[config.mk]
export PLATFORM = sky130hd
export DESIGN_NAME = ras_mem_arbiter
export DESIGN_NICKNAME = d
export VERILOG_FILES = /design/src/rtl/ras_mem_arbiter.sv
export SDC_FILE = /design/constraint.sdc
export NUM_CORES = 1
export LEC_CHECK = 0
export ABC_CLOCK_PERIOD_IN_PS = 2150
export BUFFER_PORTS_ARGS = -buffer_cell sky130_fd_sc_hd__buf_2
export CORE_ASPECT_RATIO = 0.7
export CORE_MARGIN = 3
export CORE_UTILIZATION = 40
export CTS_CLUSTER_DIAMETER = 150
export DETAILED_ROUTE_END_ITERATION = 10
export GPL_TIMING_DRIVEN = 0
export PLACE_DENSITY = 0.78
export SYNTH_ARGS = -nofsm -noshare
export SYNTH_HDL_FRONTEND = slang
export SYNTH_SLANG_ARGS = --single-unit
[constraint.sdc]
create_clock -name clk -period 2.15 [get_ports clk]
set_input_delay 0.3225 -clock clk [delete_from_list [all_inputs] [get_ports clk]]
set_output_delay 0.3225 -clock clk [all_outputs]
set_load 0.005 [all_outputs]
[src/rtl/ras_mem_arbiter.sv]
// Shared data-memory port arbiter between the core load/store path and the
// CRAS spill/fill engine. One transaction at a time: grant in IDLE, hold the
// memory request in BUSY_x until mem_ack or timeout, then pulse the winner's ack.
module ras_mem_arbiter #(
  parameter int unsigned AW         = 32,
  parameter int unsigned DW         = 32,
  parameter int unsigned TIMEOUT    = 255,
  parameter int unsigned MAX_STARVE = 4
) (
  input  logic          clk,
  input  logic          Rst_n,
  input  logic          core_req,
  input  logic          core_we,
  input  logic [3:0]    core_be,
  input  logic [AW-1:0] core_addr,
  input  logic [DW-1:0] core_wdata,
  output logic [DW-1:0] core_rdata,
  output logic          core_ack,
  output logic          core_hold,
  input  logic          ras_req,
  input  logic          ras_we,
  input  logic [AW-1:0] ras_addr,
  input  logic [DW-1:0] ras_wdata,
  input  logic          ras_urgent,
  output logic [DW-1:0] ras_rdata,
  output logic          ras_ack,
  output logic          mem_req,
  output logic          mem_we,
  output logic [3:0]    mem_be,
  output logic [AW-1:0] mem_addr,
  output logic [DW-1:0] mem_wdata,
  input  logic [DW-1:0] mem_rdata,
  input  logic          mem_ack,
  input  logic          err_clr,
  output logic          timeout_err,
  output logic          busy
);

  localparam int unsigned TW = $clog2(TIMEOUT + 1);
  localparam int unsigned SW = $clog2(MAX_STARVE + 1);

  typedef enum logic [1:0] {StIdle, StBusyCore, StBusyRas, StResp} state_e;

  state_e          state_q, state_d;
  logic [TW-1:0]   tmo_q, tmo_d;
  logic [SW-1:0]   starve_q, starve_d;
  logic            last_ras_q, last_ras_d;   // 1: previous grant went to RAS
  logic            grant_ras_q, grant_ras_d; // requester currently being served
  logic            mem_we_q, mem_we_d;
  logic [3:0]      mem_be_q, mem_be_d;
  logic [AW-1:0]   mem_addr_q, mem_addr_d;
  logic [DW-1:0]   mem_wdata_q, mem_wdata_d;
  logic [DW-1:0]   core_rdata_q, core_rdata_d;
  logic [DW-1:0]   ras_rdata_q, ras_rdata_d;
  logic            timeout_err_q, timeout_err_d;
  logic            grant_core, grant_ras, tmo_hit;

  // Arbitration, transaction sequencing and timeout bookkeeping.
  always_comb begin
    state_d       = state_q;
    tmo_d         = tmo_q;
    starve_d      = starve_q;
    last_ras_d    = last_ras_q;
    grant_ras_d   = grant_ras_q;
    mem_we_d      = mem_we_q;
    mem_be_d      = mem_be_q;
    mem_addr_d    = mem_addr_q;
    mem_wdata_d   = mem_wdata_q;
    core_rdata_d  = core_rdata_q;
    ras_rdata_d   = ras_rdata_q;
    grant_core    = 1'b0;
    grant_ras     = 1'b0;
    tmo_hit       = 1'b0;

    case (state_q)
      StIdle: begin
        if (core_req && ras_req) begin
          // Urgent RAS wins until the core has been starved MAX_STARVE times.
          if (ras_urgent && (starve_q < SW'(MAX_STARVE))) begin
            grant_ras = 1'b1;
          end else if (starve_q == SW'(MAX_STARVE)) begin
            grant_core = 1'b1;
          end else if (last_ras_q) begin
            grant_core = 1'b1;
          end else begin
            grant_ras = 1'b1;
          end
        end else if (core_req) begin
          grant_core = 1'b1;
        end else if (ras_req) begin
          grant_ras = 1'b1;
        end

        if (grant_core) begin
          state_d     = StBusyCore;
          grant_ras_d = 1'b0;
          mem_we_d    = core_we;
          mem_be_d    = core_be;
          mem_addr_d  = core_addr;
          mem_wdata_d = core_wdata;
          starve_d    = '0;
        end else if (grant_ras) begin
          state_d     = StBusyRas;
          grant_ras_d = 1'b1;
          mem_we_d    = ras_we;
          mem_be_d    = 4'hF;
          mem_addr_d  = ras_addr;
          mem_wdata_d = ras_wdata;
          if (core_req && (starve_q != SW'(MAX_STARVE))) begin
            starve_d = starve_q + SW'(1);
          end
        end
      end
      StBusyCore, StBusyRas: begin
        if (mem_ack) begin
          state_d = StResp;
          if (state_q == StBusyCore) core_rdata_d = mem_rdata;
          else                       ras_rdata_d  = mem_rdata;
        end else if (tmo_q == TW'(TIMEOUT - 1)) begin
          // TIMEOUT-th waiting cycle without an ack: abort with zero data.
          tmo_hit = 1'b1;
          state_d = StResp;
          if (state_q == StBusyCore) core_rdata_d = '0;
          else                       ras_rdata_d  = '0;
        end else begin
          tmo_d = tmo_q + TW'(1);
        end
      end
      StResp: begin
        last_ras_d = grant_ras_q;
        tmo_d      = '0;
        state_d    = StIdle;
      end
      default: state_d = StIdle;
    endcase

    // A new timeout takes priority over a simultaneous clear.
    if (tmo_hit)      timeout_err_d = 1'b1;
    else if (err_clr) timeout_err_d = 1'b0;
    else              timeout_err_d = timeout_err_q;
  end

  // State and datapath registers.
  always_ff @(posedge clk or negedge Rst_n) begin
    if (!Rst_n) begin
      state_q       <= StIdle;
      tmo_q         <= '0;
      starve_q      <= '0;
      last_ras_q    <= 1'b1;
      grant_ras_q   <= 1'b0;
      mem_we_q      <= 1'b0;
      mem_be_q      <= 4'h0;
      mem_addr_q    <= '0;
      mem_wdata_q   <= '0;
      core_rdata_q  <= '0;
      ras_rdata_q   <= '0;
      timeout_err_q <= 1'b0;
    end else begin
      state_q       <= state_d;
      tmo_q         <= tmo_d;
      starve_q      <= starve_d;
      last_ras_q    <= last_ras_d;
      grant_ras_q   <= grant_ras_d;
      mem_we_q      <= mem_we_d;
      mem_be_q      <= mem_be_d;
      mem_addr_q    <= mem_addr_d;
      mem_wdata_q   <= mem_wdata_d;
      core_rdata_q  <= core_rdata_d;
      ras_rdata_q   <= ras_rdata_d;
      timeout_err_q <= timeout_err_d;
    end
  end

  // Output decode; core_hold is forced low while reset is asserted.
  always_comb begin
    mem_req     = (state_q == StBusyCore) || (state_q == StBusyRas);
    core_ack    = (state_q == StResp) && !grant_ras_q;
    ras_ack     = (state_q == StResp) && grant_ras_q;
    busy        = (state_q != StIdle);
    core_hold   = Rst_n && core_req && !core_ack;
    mem_we      = mem_we_q;
    mem_be      = mem_be_q;
    mem_addr    = mem_addr_q;
    mem_wdata   = mem_wdata_q;
    core_rdata  = core_rdata_q;
    ras_rdata   = ras_rdata_q;
    timeout_err = timeout_err_q;
  end

endmodule

==> results of run 1 <==
kinds of logic (layout without fill, tap and decap cells):
kind of cell	Yosys count	in the layout	share of synthesized area, %
buffers and inverters	53	396	4.47
DFF	149	149	58.8
adders and majority gates	7	7	1.38
AOI/OAI and AO/OA	232	232	23.4
muxes	2	2	0.315
and+or+nand+nor	180	180	11.6
routing by layer:
metal	vias to the layer above	GRT usage, %
met4	2	6.12
met2	243	35.8
met3	23	7.42
met5	-	0
met1	2972	31.9
li1	2861	-
critical path: cells and delay by family, from the launching register on:
family / cells / cell delay (ns)
compound gates: 1 / 0.17
fa+ha+maj: 1 / 0.13
buf+inv: 4 / 0.77
flops: 1 / 0.39
simple gates: 2 / 0.43
area by class of cell:
class | instances | area (µm²)
Multi-Input combinational cell | 421 | 2350
Timing Repair Buffer | 311 | 1590
Buffer | 44 | 256
Inverter | 9 | 33.8
Tap cell | 195 | 244
Clock buffer | 18 | 429
Fill cell | 1344 | 6350
Clock inverter | 14 | 115
Sequential cell | 149 | 3730
sequential cells by signal, summed over array words and instances (netlist names), 2 cells and up:
name / flops
ras_rdata: 32
mem_wdata: 32
starve_q: 3
state_q: 2
core_rdata: 32
tmo_q: 8
mem_addr: 32
mem_be: 4
timing repair:
| item | CTS | global route |
|---|---|---|
| endpoints found under the hold margin | 56 | 56 |
| gates resized for setup | 3 | 11 |
| endpoints found under the setup margin | 11 | 17 |
report_power, final:
group | leakage, µW | internal, µW | switching (µW)
Sequential | 0.00176 | 4090 | 729
Combinational | 0.00254 | 2330 | 2660
Clock | 0.000258 | 1510 | 1270
metrics by stage:
stage	std cells	setup slack, ns	total power [µW]	area, µm²
floorplan	623	0.337	7460	6350
global placement	1128	-1.67	9630	8140
detailed placement	1129	-0.0665	9800	8180
CTS	1161	0.0147	12600	8730
global route	1161	0.00612	13500	8740
finish	1161	0.171	12600	8740
final timing paths:
kind	cells after the start	end
max	8	mem_wdata[9]
min	1	mem_addr[28]
max reg2reg	8	mem_wdata[9]
min reg2reg	2	mem_be[1]
max in group asynchronous	2	core_rdata[19]
min in group clk	3	mem_wdata[23]
placed cells by master (no fill, tap or decap), types with 3 or more instances in the layout:
cell          n
a22o_1       65
buf_4         3
o211ai_1      4
a21boi_0      3
clkbuf_1      8
ha_1          7
nand2_1      83
inv_1         8
dfrtp_1     148
o21ai_0      11
o31ai_1       3
a21oi_1     129
nor2_1       72
clkinvlp_4    4
nand3_1       6
inv_6         5
clkbuf_2      5
or4_1         3
buf_6         7
clkbuf_16    17
buf_2       332
==> results.ini, run 1 <==
[routing]
dr_wl_met3_um = 1580
vias = 6101
ant_nets = 0
drt_first_pass_iters = 5
drt-total-wl_um = 20600
detail_route.iter0.violations = 399
avgViaCountPerCell = 5.25
wl_met1_um = 9180
highest_layer = met5
wl_met2_um = 9520
wl_per_cell_um = 17.7
drcViolationCount = 0

[final_layout]
fin_nets = 1133
layout-drive-gt1-share_pct = 40.5
syn_to_final_growth_pct = 37.7
antennaDiodeCount = 0
fin_util_pct = 57.9

[global_route]
grt_max_degree = 95
grt_pass1_wl_um = 32100
antenna_found_initial = 1
grt_usage_pct = 23.2
overflow = 0
grt_pass1_vias = 6105

[logic_synthesis]
synthTopCellsByArea = dfrtp_1 58%, a21oi_1 10%, a22o_1 9.0%
ys_ff_latch = 149
synth_cells = 623
ys_seq_area_share_pct = 58.8
ys_types = 46
yosysTopAreaCellShare_pct = 58.3
synth_area_per_cell_um2 = 10.2
synth_edf_count = 0
synth.most_common_cell = dfrtp_1
syn_nets = 803
yosysTopAreaCell = dfrtp_1
yosys_warnings = 0
syn_area_mm2 = 0.00635
synthArstFlopShare_pct = 100
synth_ff_type = dfrtp_1
ys_top_cells_by_count = 148 x dfrtp_1, 130 x a21oi_1, 83 x nand2_1

[clock_network]
cts_made_buffers = 17
clkTransAtPathRegs_ns = 0.07
post_cts_buffers = 0
clock_sinks = 149
worstSkewPairLatency_ns = 0.42
cts_root_buf = clkbuf_16
htree_num_levels = 4
cts_tree = done
clock_path_buffers = 2

[setup_path]
worstSetupStartpoint = state_q[1]
r2r_start = state_q[1]
critPathKind = register to register
cp.required_ns = 2.48
path_max_fanout = 10
slowest_stage = clkbuf_1
ff2ff_setup_slack_ns = 0.17
cpMostUsedCell = inv_1
crit_chain = inv_1 -> ha_1 -> buf_2 -> inv_1 -> nor2_2 -> clkbuf_1 -> nor2_1 -> a21oi_1
cp-start-kind = register
critPathMaxStageDelay_ns = 0.44
crit_path_end_kind = register
arrival_ns = 2.30

[sta]
post-route-period-util_pct = 92.0
slew-limit-headroom_pct = 62.9
setup_violations = 0
fin_crit_ns = 1.98
holdWs_ns = -0.134
worst_slew_pin_slew_ns = 0.556
fin_skew_ns = 0.0227
fmax_mhz = 505
slew_viol_final = 0
hold_viol = 56
grt_setup_unrepaired = false
setup_tns_ns = 0

[run_status]
violations = hold timing
status = complete, but fails checks

[pwr]
vdd_drop_max_mv = 0.598
p_leak_uw = 0.00456
pwr_density_cell_mw_per_mm2 = 1440

[floorplanning]
ios = 312
die-area_mm2 = 0.0174
die_w_um = 157
core_mm2 = 0.0151
num_rows = 37
fp.dieH_um = 111
initial_utilization_pct = 42.1

[run]
cap_violations = 0

[placed_design]
place_congestion = 0.852
hpwl_um = 15400
portBuffers = 310

[hold_path]
hold_path.class = input pin to asynchronous set/reset pin

No activity file was read; power rests on OpenSTA's default activity.
==> run 2, diff against run 1 <==
--- a/config.mk
+++ b/config.mk
@@ -7,13 +7,15 @@
 export LEC_CHECK = 0
 export ABC_CLOCK_PERIOD_IN_PS = 2150
 export BUFFER_PORTS_ARGS = -buffer_cell sky130_fd_sc_hd__buf_2
+export CELL_PAD_IN_SITES_DETAIL_PLACEMENT = 0
+export CELL_PAD_IN_SITES_GLOBAL_PLACEMENT = 1
 export CORE_ASPECT_RATIO = 0.7
-export CORE_MARGIN = 3
-export CORE_UTILIZATION = 40
+export CORE_MARGIN = 8
+export CORE_UTILIZATION = 34
 export CTS_CLUSTER_DIAMETER = 150
 export DETAILED_ROUTE_END_ITERATION = 10
 export GPL_TIMING_DRIVEN = 0
-export PLACE_DENSITY = 0.78
+export PLACE_DENSITY = 0.88
 export SYNTH_ARGS = -nofsm -noshare
 export SYNTH_HDL_FRONTEND = slang
 export SYNTH_SLANG_ARGS = --single-unit
==> run 2 against run 1 <==
  * The run still ends with hold timing left
  * Combinational power increased by 3%
  * Clock-buffer cell count fell by 1
  * Total power grew 2.6%
  * Sequential cell count did not move
  * Final cell count is 3.8% higher
  * Core utilization fell by 9.0 points
  * Critical path type unchanged
  * Largest cell class unchanged
  * Largest power group unchanged
==> results.ini, run 2 (synthesis gave the netlist of run 1 again) <==
[run_status]
status = complete, but fails checks
violations = hold timing

[floorplanning]
core_mm2 = 0.0182  ; +20%
die-area_mm2 = 0.0234  ; +34%
fp.dieH_um = 130  ; +17%
num_rows = 41  ; +11%
die_w_um = 179  ; +15%
initial_utilization_pct = 35.0  ; -7.1 points
ios = 312  ; unchanged

[setup_path]
arrival_ns = 2.44  ; +0.14 ns
crit_path_end_kind = register
ff2ff_setup_slack_ns = 0.08  ; -0.09 ns
cp-start-kind = register
cp.required_ns = 2.51  ; +0.03 ns
r2r_cells = 8  ; unchanged
r2r-end = tmo_q[3]
critPathKind = register to register
r2r_start = state_q[0]
path_max_fanout = 10  ; unchanged

[final_layout]
layout_common_cells = 330 x buf_2, 148 x dfrtp_1, 130 x a21oi_1, 83 x nand2_1, 71 x nor2_1
final_common_cell = buf_2
fin_nets = 1135  ; +0.18%
layout-drive-gt1-share_pct = 40.6  ; +0.12 points
fin_util_pct = 48.9  ; -9.0 points
syn_to_final_growth_pct = 40.0

[routing]
detail_route.iter0.violations = 372  ; -6.8%
drt_first_pass_iters = 5  ; unchanged
drcViolationCount = 0  ; unchanged
drt-total-wl_um = 22900  ; +12%
wl_per_cell_um = 19.0  ; +7.5%
vias = 6111  ; +0.16%
avgViaCountPerCell = 5.07  ; -3.5%
ant_nets = 0  ; unchanged

[run]
cap_violations = 0  ; unchanged

[global_route]
grt_pass1_vias = 6186  ; +1.3%
antenna_found_initial = 2  ; +1
grt_max_degree = 86  ; -9.5%
overflow = 0  ; unchanged
grt_pass1_wl_um = 34900  ; +8.7%
grt_usage_pct = 19.4  ; -3.8 points

[placed_design]
portBuffers = 310  ; unchanged
place_congestion = 0.806  ; -5.4%
hpwl_um = 17600  ; +14%

[sta]
fin_crit_ns = 2.07  ; +0.0925 ns
hold_viol = 63  ; +13%
slew_viol_final = 0  ; unchanged
post-route-period-util_pct = 96.3  ; +4.3 points
holdWs_ns = -0.104  ; +0.0296 ns
fin_skew_ns = 0.0170  ; -0.00569 ns
fmax_mhz = 483  ; -4.5%
setup_violations = 0  ; unchanged
worst_slew_pin_slew_ns = 0.645  ; +0.0886 ns
grt_setup_unrepaired = false
slew-limit-headroom_pct = 57.0  ; -5.9 points

[clock_network]
worstSkewPairLatency_ns = 0.42  ; about the same
cts_root_buf = clkbuf_16
clkTransAtPathRegs_ns = 0.07  ; about the same
clock_path_buffers = 2  ; unchanged
htree_num_levels = 4  ; unchanged
clock_sinks = 149  ; unchanged
cts_made_buffers = 17  ; unchanged
cts_tree = done

[hold_path]
hold_path.class = input pin to asynchronous set/reset pin

[pwr]
pwr_density_cell_mw_per_mm2 = 1450  ; +0.94%
p_leak_uw = 0.00461  ; +1.1%
vdd_drop_max_mv = 0.581  ; -2.9%

==> run 2: changes by cell type in the layout (fill, tap and decap cells not counted), moves of 2 or more <==
cell	delta
clkinv_8	+4
clkinvlp_4	-4
inv_8	+3
buf_2	-2
clkbuf_4	+2
clkinv_2	-2
==> run 2: how the worst max path moves through the flow <==
stage	start	end	slack (ns)
2_1_floorplan	state_q[0]	tmo_q[7]	0.34
3_3_place_gp	Rst_n	core_hold	-1.84
3_5_place_dp	state_q[1]	mem_addr[4]	-0.25
4_1_cts	starve_q[0]	mem_addr[4]	0.01
5_1_grt	state_q[0]	tmo_q[7]	0.002
6_report	state_q[0]	tmo_q[3]	0.08
==> run 2: layer usage <==
| metal | GRT usage [%] | vias to the layer above | part of all wire (%) |
|---|---|---|---|
| li1 | - | 2873 | - |
| met1 | 24.8 | 2953 | 43 |
| met2 | 30.0 | 255 | 47 |
| met3 | 7.53 | 26 | 9.3 |
| met4 | 6.25 | 4 | 1.3 |
| met5 | 0 | - | 0.11 |
==> run 2: per-stage QoR <==
stage	setup TNS (ns)	instances	total power, µW	cell area [µm²]	worst slack [ns]
2_1_floorplan	0	623	7460	6350	0.337
3_3_place_gp	-232.93	1169	9800	8200	-1.84
3_5_place_dp	-7.02	1170	9930	8230	-0.247
4_1_cts	0	1202	13000	8840	0.0119
5_1_grt	0	1204	13900	8890	0.00198
6_report	0	1205	12900	8890	0.0788
==> run 2: worst max-delay path, cell delays in order, from the launching register on <==
cell      delay [ns]
dfrtp_1         0.40
inv_1           0.06
ha_1            0.36
clkbuf_4        0.22
nand2_2         0.11
o211ai_1        0.17
buf_4           0.19
or4_1           0.45
nand2_1         0.07
==> run 2: power breakdown <==
group / switching (µW) / internal (µW)
sequential: 719 / 4080
combinational: 2740 / 2380
clock: 1420 / 1570
total: 4880 / 8030
==> run 2: timing repair <==
| item | in CTS | in global routing |
|---|---|---|
| buffers inserted | 0 | 2 |
| pin swaps | 0 | 2 |
| setup endpoints to repair | 63 | 66 |
| cloned | 0 | 0 |
| gates resized for setup | 4 | 12 |
| hold endpoints to repair | 63 | 63 |
==> run 2: cell type report <==
cell class	instances	area [µm²]
Clock buffer	17	425
Timing Repair Buffer	313	1610
Inverter	9	33.8
Buffer	44	260
Fill cell	1741	9270
Multi-Input combinational cell	421	2350
Sequential cell	149	3730
Antenna cell	1	2.50
Tap cell	236	295
Clock inverter	15	174
==> run 3, diff against run 2 <==
==> constraint.sdc (replaced) <==
create_clock -name clk -period 2.15 [get_ports clk]
set_input_delay 0.43 -clock clk [delete_from_list [all_inputs] [get_ports clk]]
set_output_delay 0.43 -clock clk [all_outputs]
set_load 0.005 [all_outputs]
==> run 3 against run 2 <==
  * The flow now finishes without violations
  * Combinational power barely moved
  * Register-to-register slack hardly changed
  * Core utilization hardly changed
  * Sequential power is essentially flat
  * Clock-buffer cell count unchanged
  * Cell area hardly changed
  * Total power is essentially flat
  * Via count about the same
  * Die area did not move
  * Clock skew about the same
  * First-iteration DRC count unchanged
  * Global-route usage is the same
  * Largest cell class unchanged
  * Largest power group unchanged
  * Highest routed layer unchanged
==> results.ini, run 3 (synthesis gave the netlist of run 1 again) <==
[setup_path]
slowest_stage = or4_1
critPathBufInv = 3  ; unchanged
critPathKind = register to register
worstSetupStartpoint = state_q[0]
r2r-end = tmo_q[3]
path_depth = 8  ; unchanged
r2r_start = state_q[0]
crit_chain = inv_1 -> ha_1 -> clkbuf_4 -> nand2_2 -> o211ai_1 -> buf_4 -> or4_1 -> nand2_1
critPathMaxStageDelay_ns = 0.45  ; about the same
arrival_ns = 2.44  ; about the same
endpoint = tmo_q[3]
cp.required_ns = 2.51  ; about the same
ff2ff_setup_slack_ns = 0.07  ; about the same
crit_family = simple AND/OR/NAND/NOR gates
cp-start-kind = register
crit_path_end_kind = register
r2r_cells = 8  ; unchanged
path_max_fanout = 10  ; unchanged

[pwr]
switchingPower_uw = 4880  ; about the same
p_int_uw = 8040  ; about the same
pwr_density_cell_mw_per_mm2 = 1450  ; about the same
p_total_uw = 12900  ; about the same
power.share.clock_pct = 23.2  ; about the same
pwr-share-seq_pct = 37.2  ; about the same
p_leak_uw = 0.00461  ; about the same
swShare_pct = 37.8  ; about the same
vdd_drop_max_mv = 0.581  ; about the same
pwr-share-comb_pct = 39.6  ; about the same

[clock_network]
clock_sinks = 149  ; unchanged
cts_tree = done
worstSkewPairLatency_ns = 0.42  ; about the same
cts_made_buffers = 17  ; unchanged
htree_num_levels = 4  ; unchanged
cts_root_buf = clkbuf_16
clkTransAtPathRegs_ns = 0.07  ; about the same
holdBufCountCts = 0
clock_path_buffers = 2  ; unchanged

[sta]
fin_crit_ns = 2.08  ; +0.00448 ns
setup_violations = 0  ; unchanged
post-route-period-util_pct = 96.5  ; +0.21 points
layout_setup_ws_ns = 0.0743  ; -0.00448 ns
slew_viol_final = 0  ; unchanged
worst_slew_pin_slew_ns = 0.644  ; -0.0000270 ns
fin_skew_ns = 0.0172  ; +0.000176 ns
fmax_mhz = 482  ; -0.22%
hold_viol = 0  ; -100%
grt_setup_unrepaired = true
slew-limit-headroom_pct = 57.0  ; about the same

[final_layout]
syn_to_final_growth_pct = 40.0  ; about the same
fin_nets = 1135  ; unchanged
layout-drive-gt1-share_pct = 40.7  ; +0.10 points
layout_common_cells = 330 x buf_2, 148 x dfrtp_1, 130 x a21oi_1, 83 x nand2_1, 71 x nor2_1
final_common_cell = buf_2

[floorplanning]
die_w_um = 179  ; unchanged
die-area_mm2 = 0.0234  ; unchanged
initial_utilization_pct = 35.0  ; unchanged
fp.dieH_um = 130  ; unchanged
num_rows = 41  ; unchanged
ios = 312  ; unchanged
core_mm2 = 0.0182  ; unchanged

[routing]
vias = 6114  ; +0.049%
detail_route.iter0.violations = 372  ; unchanged
avgViaCountPerCell = 5.07  ; about the same
drcViolationCount = 0  ; unchanged
ant_nets = 0  ; unchanged
drt-total-wl_um = 22900  ; about the same
wl_per_cell_um = 19.0  ; about the same
drt_first_pass_iters = 5  ; unchanged

[placed_design]
portBuffers = 310  ; unchanged
place_congestion = 0.806  ; unchanged
dp_worst_setup_slack_ns = -0.247  ; unchanged
hpwl_um = 17600  ; unchanged

[run_status]
status = finished clean

[global_route]
grt_max_degree = 86  ; unchanged
grt_usage_pct = 19.4  ; unchanged
overflow = 0  ; unchanged
grt_pass1_wl_um = 34900  ; unchanged
grt_pass1_vias = 6186  ; unchanged
antenna_found_initial = 2  ; unchanged

[run]
cap_violations = 0  ; unchanged

[hold_path]
hold_path.class = input pin to asynchronous set/reset pin

==> run 3: cell count changes in the layout (fill, tap and decap cells not counted) <==
cell / before / now
ha_2: 0 / 1
ha_1: 7 / 6
==> run 3: through the flow <==
step	cell area, µm²	std cells	setup TNS (ns)	hold slack, ns	util [%]
finish	8890	1205	0	0.00388	49.0
global route	8890	1204	-0.00132	0.0485	48.9
CTS	8840	1202	0	0.0187	48.7
detailed placement	8230	1170	-7.02	0.455	45.3
global placement	8200	1169	-249.17	0.448	45.1
floorplan	6350	623	0	0.134	-
==> run 3: routing by layer <==
| metal | vias up | global-route usage [%] | wire length [µm] |
|---|---|---|---|
| met5 | - | 0 | 25 |
| met1 | 2958 | 24.8 | 9800 |
| met2 | 254 | 30.0 | 10700 |
| met4 | 4 | 6.25 | 291 |
| li1 | 2871 | - | - |
| met3 | 27 | 7.53 | 2130 |
==> run 3: worst min-delay path by stage <==
stage / from / to / depth (start not counted)
floorplan: Rst_n / core_rdata[0] / 0
global placement: mem_be[1] / mem_be[1] / 2
detailed placement: mem_be[2] / mem_be[2] / 2
CTS: Rst_n / tmo_q[6] / 1
global route: Rst_n / starve_q[2] / 1
finish: Rst_n / tmo_q[6] / 1
==> run 3: layout make-up <==
type	count	area, µm²
clock buffer	17	425
clock inverter	15	174
inverter	9	33.8
buffer	44	260
multi-input combinational	421	2360
sequential	149	3730
fill	1740	9270
timing repair buffer	313	1610
tap	236	295
antenna	1	2.50
==> run 3: timing repair <==
item                       in CTS  in global routing
buffers inserted                0                  2
gates resized for setup         4                 13
setup endpoints to repair      63                 68
pin swaps                       0                  2
==> run 3: power by group through the flow <==
stage	Sequential, µW	Combinational (µW)	Clock, µW
final	4800	5120	3000
after global routing	4970	5720	3170
after CTS	4790	5140	3050
after detailed placement	4810	5130	0
after global placement	4790	5010	0
after floorplan	4880	2580	0
